### src/rtl/wiggle_pkg.sv
// wiggle_pkg: shared constants and types for the LED wiggle demo block.
//   WIGGLE_CNT_W / WIGGLE_GPIO_W / WIGGLE_TICK_BITS : default parameter values
//   dir_e : bounce direction (DIR_UP towards MSB, DIR_DOWN towards LSB)
package wiggle_pkg;

  localparam int unsigned WIGGLE_CNT_W     = 27;
  localparam int unsigned WIGGLE_GPIO_W    = 8;
  localparam int unsigned WIGGLE_TICK_BITS = 24;

  typedef enum logic {
    DIR_UP   = 1'b0,
    DIR_DOWN = 1'b1
  } dir_e;

endpackage

### src/rtl/wiggle_bounce.sv
// wiggle_bounce: knight-rider bounce of a single lit bit, one step per tick.
// Ports:
//   i_clk   : clock, rising edge
//   i_rst   : synchronous active-high reset (pos=0, dir=up, pattern bit 0)
//   i_tick  : advance the bounce by one position on this edge
//   o_gpio  : registered one-hot pattern of the current position
module wiggle_bounce
  import wiggle_pkg::*;
#(
  parameter int unsigned GPIO_W = WIGGLE_GPIO_W
) (
  input  logic              i_clk,
  input  logic              i_rst,
  input  logic              i_tick,
  output logic [GPIO_W-1:0] o_gpio
);

  localparam int unsigned       POS_W   = $clog2(GPIO_W);
  localparam logic [POS_W-1:0]  POS_MAX = POS_W'(GPIO_W - 1);

  logic [POS_W-1:0]  r_pos, w_pos_next;
  dir_e              r_dir, w_dir_next;
  logic [GPIO_W-1:0] r_gpio, w_gpio_next;

  always_ff @(posedge i_clk) begin
    if (i_rst) begin
      r_pos  <= '0;
      r_dir  <= DIR_UP;
      r_gpio <= GPIO_W'(1);
    end else begin
      r_pos  <= w_pos_next;
      r_dir  <= w_dir_next;
      r_gpio <= w_gpio_next;
    end
  end

  always_comb begin
    w_pos_next = r_pos;
    w_dir_next = r_dir;
    if (i_tick) begin
      unique case (r_dir)
        DIR_UP: begin
          if (r_pos == POS_MAX) begin
            w_dir_next = DIR_DOWN;
            w_pos_next = POS_MAX - 1'b1;
          end else begin
            w_pos_next = r_pos + 1'b1;
          end
        end
        DIR_DOWN: begin
          if (r_pos == '0) begin
            w_dir_next = DIR_UP;
            w_pos_next = POS_W'(1);
          end else begin
            w_pos_next = r_pos - 1'b1;
          end
        end
      endcase
    end
    // Decode from the next position so the pattern lands on the same edge as pos.
    w_gpio_next = GPIO_W'(1) << w_pos_next;
  end

  assign o_gpio = r_gpio;

endmodule

### src/rtl/wiggle.sv
// wiggle: LED wiggle demo for board bring-up.
// Free-running counter plus a bouncing single-LED pattern stepped by a
// prescaler tick taken from the low counter bits.
// Ports:
//   i_clk   : clock, rising edge
//   i_rst   : synchronous active-high reset
//   o_gpio  : LED pattern (one-hot, active-high by default)
//   o_count : free-running counter, straight from the register
// Build option: define WIGGLE_ACTIVE_LOW_EN to invert o_gpio for active-low LEDs.
module wiggle
  import wiggle_pkg::*;
#(
  parameter int unsigned CNT_W     = WIGGLE_CNT_W,
  parameter int unsigned GPIO_W    = WIGGLE_GPIO_W,
  parameter int unsigned TICK_BITS = WIGGLE_TICK_BITS
) (
  input  logic              i_clk,
  input  logic              i_rst,
  output logic [GPIO_W-1:0] o_gpio,
  output logic [CNT_W-1:0]  o_count
);

  logic [CNT_W-1:0]  r_count;
  logic              w_tick;
  logic [GPIO_W-1:0] w_gpio_oh;

  // Wraps silently at 2^CNT_W-1.
  always_ff @(posedge i_clk) begin
    if (i_rst) begin
      r_count <= '0;
    end else begin
      r_count <= r_count + 1'b1;
    end
  end

  // Fires on the cycle before the low bits roll over.
  assign w_tick = &r_count[TICK_BITS-1:0];

  wiggle_bounce #(
    .GPIO_W(GPIO_W)
  ) u_bounce (
    .i_clk (i_clk),
    .i_rst (i_rst),
    .i_tick(w_tick),
    .o_gpio(w_gpio_oh)
  );

`ifdef WIGGLE_ACTIVE_LOW_EN
  assign o_gpio = ~w_gpio_oh;
`else
  assign o_gpio = w_gpio_oh;
`endif

  assign o_count = r_count;

endmodule

### config.mk
export PLATFORM = sky130hd
export DESIGN_NAME = wiggle
export DESIGN_NICKNAME = d
export VERILOG_FILES = /design/src/rtl/wiggle_pkg.sv /design/src/rtl/wiggle_bounce.sv /design/src/rtl/wiggle.sv
export SDC_FILE = /design/constraint.sdc
export NUM_CORES = 1
export LEC_CHECK = 0
export ABC_AREA = 1
export CAP_MARGIN = 5
export CORE_AREA = 2 2 78 80
export CTS_CLUSTER_SIZE = 10
export DETAILED_ROUTE_END_ITERATION = 16
export DIE_AREA = 0 0 80 82
export PLACE_DENSITY_LB_ADDON = 0.08
export SETUP_SLACK_MARGIN = 0.1
export SYNTH_ARGS = -nofsm -noshare
export SYNTH_HDL_FRONTEND = slang
export SYNTH_SLANG_ARGS = --single-unit
### constraint.sdc
create_clock -name i_clk -period 1.55 [get_ports i_clk]
set_input_delay 0.31 -clock i_clk [delete_from_list [all_inputs] [get_ports i_clk]]
set_output_delay 0.31 -clock i_clk [all_outputs]
set_load 0.01 [all_outputs]
==> flow_metrics.env, run 1 <==
export IMPL_status="finished clean"
export IMPL_critPathRequiredTime_ns=1.75
export IMPL_die_area_um2=6560
export IMPL_setup_tns_ns=0
export IMPL_period_minus_slack_ns=1.43
export IMPL_synth_common_cells="nand2_1 (66), nor2_1 (46), dfxtp_1 (39)"
export IMPL_synth_edf_count=0
export IMPL_fp_dieH_um=82
export IMPL_synth_area_um2=1960
export IMPL_reg2reg_depth=10
export IMPL_drive_above_1_share_pct=32.2
export IMPL_timing_rr_start="o_count[0]$_SDFF_PP0_"
export IMPL_synth_seq_cells=39
export IMPL_critPathMaxFanout=8
export IMPL_via_count=1903
export IMPL_cts_made_buffers=5
export IMPL_clk_latency_ns=0.29
export IMPL_r2r_end="u_bounce.o_gpio[0]$_SDFF_PP1_"
export IMPL_endpoint="u_bounce.o_gpio[0]$_SDFF_PP1_"
export IMPL_hold_buffers=0
export IMPL_grt_pass1_vias=1782
export IMPL_min_path_type="reg2reg"
export IMPL_wl_per_cell_um=12.1
export IMPL_htree_levels=2
export IMPL_synth_top_area_share_pct=39.9
export IMPL_worstSetupPathType="reg2reg"
export IMPL_start_kind="flop"
export IMPL_startpoint="o_count[0]$_SDFF_PP0_"
export IMPL_hpwl_um=3760
export IMPL_yosys_warnings=0
export IMPL_coreArea_um2=5750
export IMPL_max_slew_worst_pin_slew_ns=0.343
export IMPL_report_final_slew_viol_count=0
export IMPL_synthTopCellsByArea="dfxtp_1 (40%), nand2_1 (13%), nor2_1 (8.8%)"
export IMPL_synth_top_cell_by_area="dfxtp_1"
export IMPL_total_power_w=0.00205
export IMPL_fp_row_count=28
export IMPL_die_x_um=80
export IMPL_crit_family="simple AND/OR/NAND/NOR gates"
export IMPL_cp_cell_sequence="ha_4, nand2_4, nor2_8, nand2_4, nor2_8, nand2_4, nand2_1, nand2_2, nand3_1, nand2_1"
export IMPL_io_buffer_count=36
export IMPL_fmax_ghz=0.698
export IMPL_drc=0
export IMPL_rrSetupSlack_ns=0.12
export IMPL_cp_slowest_cell="dfxtp_4"
export IMPL_synthesis_instances=276
export IMPL_grt_overflow_total=0
export IMPL_postRouteAntennaNets=0
export IMPL_clkSinkCount=39
export IMPL_drtIter0Drc=51
export IMPL_cts_buffer_depth=2
export IMPL_ir_drop_uv=390
export IMPL_avgSynthCellArea_um2=7.09
export IMPL_grt_antenna_before_repair=0
export IMPL_crit_buf_inv=0
export IMPL_antenna_cells=0
export IMPL_max_stage_delay_ns=0.37
export IMPL_regArea_um2=812
export IMPL_cp_data_arrival_time_ns=1.63
export IMPL_crit_top_cell="nand2_4"
export IMPL_finalHoldViolCount=0
export IMPL_initial_utilization_pct=34.1
export IMPL_clkTransAtPathRegs_ns=0.08
export IMPL_rsz0062_at_grt="true"
export IMPL_viasPerCell=4.56
export IMPL_fillers=612
export IMPL_multi_input_area_um2=1150
export IMPL_grt_use_total_pct=16.4
export IMPL_synth_nets=282
export IMPL_relSlewSlack_pct=76.9
export IMPL_holdWs_ns=0.477
export IMPL_wl_um=5050
export IMPL_io_pins=37
export IMPL_dr_pass1_iters=4
export IMPL_area_growth_pct=45.1
export IMPL_cts_tree="done"
export IMPL_end_kind="flop"
export IMPL_grt_first_pass_wirelength_um=8350
export IMPL_root_buffer="clkbuf_8"
export IMPL_maxCapViolCount=0
export IMPL_finalCritPeriodShare_pct=92.4
export IMPL_skew_ns=0.00406
export IMPL_synth_most_common_cell="nand2_1"
export IMPL_ys_flop_type="dfxtp_1"
export IMPL_grt_max_degree=20
export IMPL_ys_types=29
export IMPL_leakage_nw=1.38
export IMPL_cellPowerDensity_nw_per_um2=722
export IMPL_utilization_pct=49.4
export IMPL_dp_slack_ns=0.0558
export IMPL_fin_nets=347
export IMPL_synthArstFlopShare_pct=0
export IMPL_synth_seq_area_share_pct=39.9
export IMPL_cp_num_cells=10
export IMPL_finalWorstSetupSlack_ns=0.117
export IMPL_finalSetupViolations=0
export IMPL_gp_congestion=0.777
==> registers in the layout, indices dropped and copies added, names as in the netlist <==
name / flops
o_count: 27
u_bounce.o_gpio: 8
u_bounce.r_dir: 1
u_bounce.r_pos: 3
==> placed cells by master, fill, tap and decap left out, types with 3 or more instances in the layout <==
master,count
dlymetal6s2s_1,3
nand3_1,12
xnor2_1,3
dlygate4sd2_1,32
inv_1,25
nand3b_1,4
nor2_2,11
dfxtp_2,19
nand2_2,16
nand4_1,3
a21oi_1,19
nand2_1,57
clkbuf_8,5
nor3_2,4
nor2_1,35
dfxtp_1,18
nor3_1,3
inv_2,7
nand2_4,4
buf_4,24
o21ai_0,9
nor2_8,3
==> where the power goes <==
group,leakage [nW],total [W],switching (W),internal (W)
logic,0.988,0.0000722,0.0000387,0.0000335
clock network,0.0626,0.000964,0.000387,0.000577
registers,0.326,0.00102,0.00000790,0.00101
total,1.38,0.00205,0.000433,0.00162
==> logic make-up after synthesis <==
kind of cell | Yosys count | share of synthesized area, %
simple gates | 162 | 40.5
flops | 39 | 39.9
buf+inv | 35 | 6.71
compound gates | 32 | 8.50
xor+xnor | 4 | 1.79
fa+ha+maj | 4 | 2.56
==> area by class of cell <==
cell class	instances	share of cell area [%]
clock inverter	2	1.32
clock buffer	6	3.30
tap	75	3.30
multi-input combinational	202	40.7
timing repair buffer	61	18.6
sequential	39	28.6
inverter	32	4.23
==> per-stage QoR <==
step	cell area (um^2)	std cells
6_report	2840	417
5_1_grt	2840	417
4_1_cts	2700	412
3_5_place_dp	2550	400
3_3_place_gp	2550	400
2_1_floorplan	1980	276
==> how the worst min path moves through the flow <==
| stage | startpoint | to | slack, ns | cells after the start |
|---|---|---|---|---|
| floorplan | o_count[0]$_SDFF_PP0_ | o_count[0]$_SDFF_PP0_ | 0.46 | 1 |
| global placement | o_count[0]$_SDFF_PP0_ | o_count[0]$_SDFF_PP0_ | 0.45 | 1 |
| detailed placement | o_count[0]$_SDFF_PP0_ | o_count[0]$_SDFF_PP0_ | 0.45 | 1 |
| CTS | o_count[26]$_SDFF_PP0_ | o_count[26]$_SDFF_PP0_ | 0.47 | 2 |
| global route | o_count[26]$_SDFF_PP0_ | o_count[26]$_SDFF_PP0_ | 0.49 | 2 |
| finish | o_count[26]$_SDFF_PP0_ | o_count[26]$_SDFF_PP0_ | 0.48 | 2 |
==> tightest hold or removal path: cells and delay by family, from the launching register on <==
family           cells  cell delay (ns)
AND/OR/NAND/NOR      1             0.06
AO/OA/AOI/OAI        1             0.05
flip-flops           1             0.32
==> per-layer routing <==
| metal | track usage (%) | vias to the layer above | part of all wire, % |
|---|---|---|---|
| met3 | 4.40 | 7 | 4.7 |
| met1 | 23.1 | 851 | 51 |
| met2 | 24.6 | 39 | 44 |
| met4 | 5.08 | 0 | 1.2 |
| met5 | 0 | - | 0 |
| li1 | - | 1006 | - |
==> timing repair <==
| action | CTS | global route |
|---|---|---|
| setup endpoints to repair | 45 | 29 |
| setup buffers | 4 | 5 |
| resized for setup | 44 | 46 |
| pin swaps | 2 | 10 |
No activity file was read; power rests on OpenSTA's default activity.
==> run 2, diff against run 1 <==
Settings changed: MAX_ROUTING_LAYER set to met4.
==> run 2 against run 1 <==
  * Non-clock buffer count stayed put
  * Global-route usage is 0.47 points higher
  * Clock skew stayed put
  * Worst setup slack stayed put
  * First-iteration DRC count stayed put
  * Wire length stayed put
  * Combinational power hardly changed
  * Highest routed layer unchanged
  * Critical path depth stayed put
  * Register-to-register slack hardly changed
  * Clock power hardly changed
  * Largest cell class unchanged
  * Worst hold slack stayed put
==> flow_metrics.env, run 2 (synthesis results as in run 1) <==
export IMPL_status="finished clean"
export IMPL_p_sw_w=0.000433
export IMPL_crit_top_cell="nand2_4"
export IMPL_fp_dieH_um=82
export IMPL_coreArea_um2=5750
export IMPL_grt_overflow_total=0
export IMPL_start_kind="flop"
export IMPL_clkSinkCount=39
export IMPL_finalSetupViolations=0
export IMPL_rsz0062_at_grt="true"
export IMPL_finalCritPeriodShare_pct=92.4
export IMPL_drive_above_1_share_pct=32.2
export IMPL_die_area_um2=6560
export IMPL_area_growth_pct=45.1
export IMPL_crit_family="simple AND/OR/NAND/NOR gates"
export IMPL_root_buffer="clkbuf_8"
export IMPL_dr_pass1_iters=4
export IMPL_wl_um=5050
export IMPL_initial_utilization_pct=34.1
export IMPL_critPathMaxFanout=8
export IMPL_io_pins=37
export IMPL_htree_levels=2
export IMPL_wl_per_cell_um=12.1
export IMPL_io_buffer_count=36
export IMPL_switching_share_pct=21.1
export IMPL_cellPowerDensity_nw_per_um2=722
export IMPL_critPathRequiredTime_ns=1.75
export IMPL_utilization_pct=49.4
export IMPL_final_cells=417
export IMPL_postRouteAntennaNets=0
export IMPL_drtIter0Drc=51
export IMPL_max_slew_worst_pin_slew_ns=0.343
export IMPL_hpwl_um=3760
export IMPL_seqPwrFrac_pct=49.5
export IMPL_relSlewSlack_pct=76.9
export IMPL_max_stage_delay_ns=0.37
export IMPL_cp_cell_sequence="ha_4, nand2_4, nor2_8, nand2_4, nor2_8, nand2_4, nand2_1, nand2_2, nand3_1, nand2_1"
export IMPL_cts_tree="done"
export IMPL_antenna_cells=0
export IMPL_gp_congestion=0.788
export IMPL_cts_made_buffers=5
export IMPL_grt_first_pass_wirelength_um=8350
export IMPL_cp_data_arrival_time_ns=1.63
export IMPL_grt_antenna_before_repair=0
export IMPL_skew_ns=0.00406
export IMPL_viasPerCell=4.56
export IMPL_die_x_um=80
export IMPL_end_kind="flop"
export IMPL_grt_pass1_vias=1782
export IMPL_clk_latency_ns=0.29
export IMPL_placedCellCount=400
export IMPL_finalHoldViolCount=0
export IMPL_min_path_type="reg2reg"
export IMPL_ir_drop_uv=390
export IMPL_hold_buffers=0
export IMPL_mostFrequentLayoutCells="nand2_1 (57), nor2_1 (35), dlygate4sd2_1 (32)"
export IMPL_fmax_ghz=0.698
export IMPL_fin_nets=347
export IMPL_intPower_w=0.00162
export IMPL_drc=0
export IMPL_grt_max_degree=20
export IMPL_combPwrFrac_pct=3.5
export IMPL_period_minus_slack_ns=1.43
export IMPL_report_final_slew_viol_count=0
export IMPL_layout_commonest_cell="nand2_1"
export IMPL_cp_slowest_cell="dfxtp_4"
export IMPL_cts_buffer_depth=2
export IMPL_maxCapViolCount=0
export IMPL_via_count=1903
export IMPL_setup_tns_ns=0
export IMPL_worstSetupPathType="reg2reg"
export IMPL_grt_use_total_pct=16.9
export IMPL_p_clk_share_pct=47.0
export IMPL_leakage_nw=1.38
export IMPL_fp_row_count=28
export IMPL_crit_buf_inv=0
export IMPL_clkTransAtPathRegs_ns=0.08
export IMPL_largest_register_ffs=27
## run 2: final cells by class
type,count,area (um^2)
multi-input combinational,202,1150
sequential,39,812
inverter,32,120
clock buffer,6,93.8
timing repair buffer,61,528
clock inverter,2,37.5
tap,75,93.8
fill,612,2910
## run 2: worst reg2reg max path, delay by kind of cell, from the launching register on
family / cells / cell delay, ns
adder cells (fa/ha/maj): 1 / 0.15
AND/OR/NAND/NOR: 9 / 0.83
flip-flops: 1 / 0.37
## run 2: per-layer routing
layer  wire length (um)  GRT usage [%]  share of wire [%]  up-vias
li1                   -              -                  -     1006
met1               2550           23.1                 51      851
met2               2200           24.6                 44       39
met3                234           4.40                4.6        7
met4                 65           5.08                1.3        0
met5                  0              -                  0        -
## run 2: final timing paths
path | startpoint | endpoint | slack (ns) | cells past startpoint
worst max-delay path | o_count[0]$_SDFF_PP0_ | u_bounce.o_gpio[0]$_SDFF_PP1_ | 0.12 | 10
worst min-delay path | o_count[26]$_SDFF_PP0_ | o_count[26]$_SDFF_PP0_ | 0.48 | 2
worst max register to register | o_count[0]$_SDFF_PP0_ | u_bounce.o_gpio[0]$_SDFF_PP1_ | 0.12 | 10
worst min register to register | o_count[26]$_SDFF_PP0_ | o_count[26]$_SDFF_PP0_ | 0.48 | 2
## run 2: power by group through the flow
stage	Clock (W)	Combinational, W	Sequential (W)
after floorplan	0	0.0000297	0.00104
after global placement	0	0.0000685	0.00104
after detailed placement	0	0.0000683	0.00104
after CTS	0.000982	0.0000728	0.00102
after global routing	0.00103	0.0000794	0.00102
final	0.000964	0.0000722	0.00102
## run 2: what timing repair did
item,in CTS,in global routing
cloned,0,0
pin swaps,2,10
endpoints found under the setup margin,45,29
buffers inserted,4,5
gates resized for setup,44,46
hold endpoints to repair,0,0
## run 2: through the flow
stage / hold WS, ns / cell area [um^2] / total power, W / worst slack, ns
after floorplan: 0.456 / 1980 / 0.00107 / 0.128
after global placement: 0.447 / 2550 / 0.00111 / 0.0889
after detailed placement: 0.448 / 2550 / 0.00111 / 0.0558
after CTS: 0.473 / 2700 / 0.00207 / 0.101
after global routing: 0.490 / 2840 / 0.00213 / 0.0234
final: 0.477 / 2840 / 0.00205 / 0.117
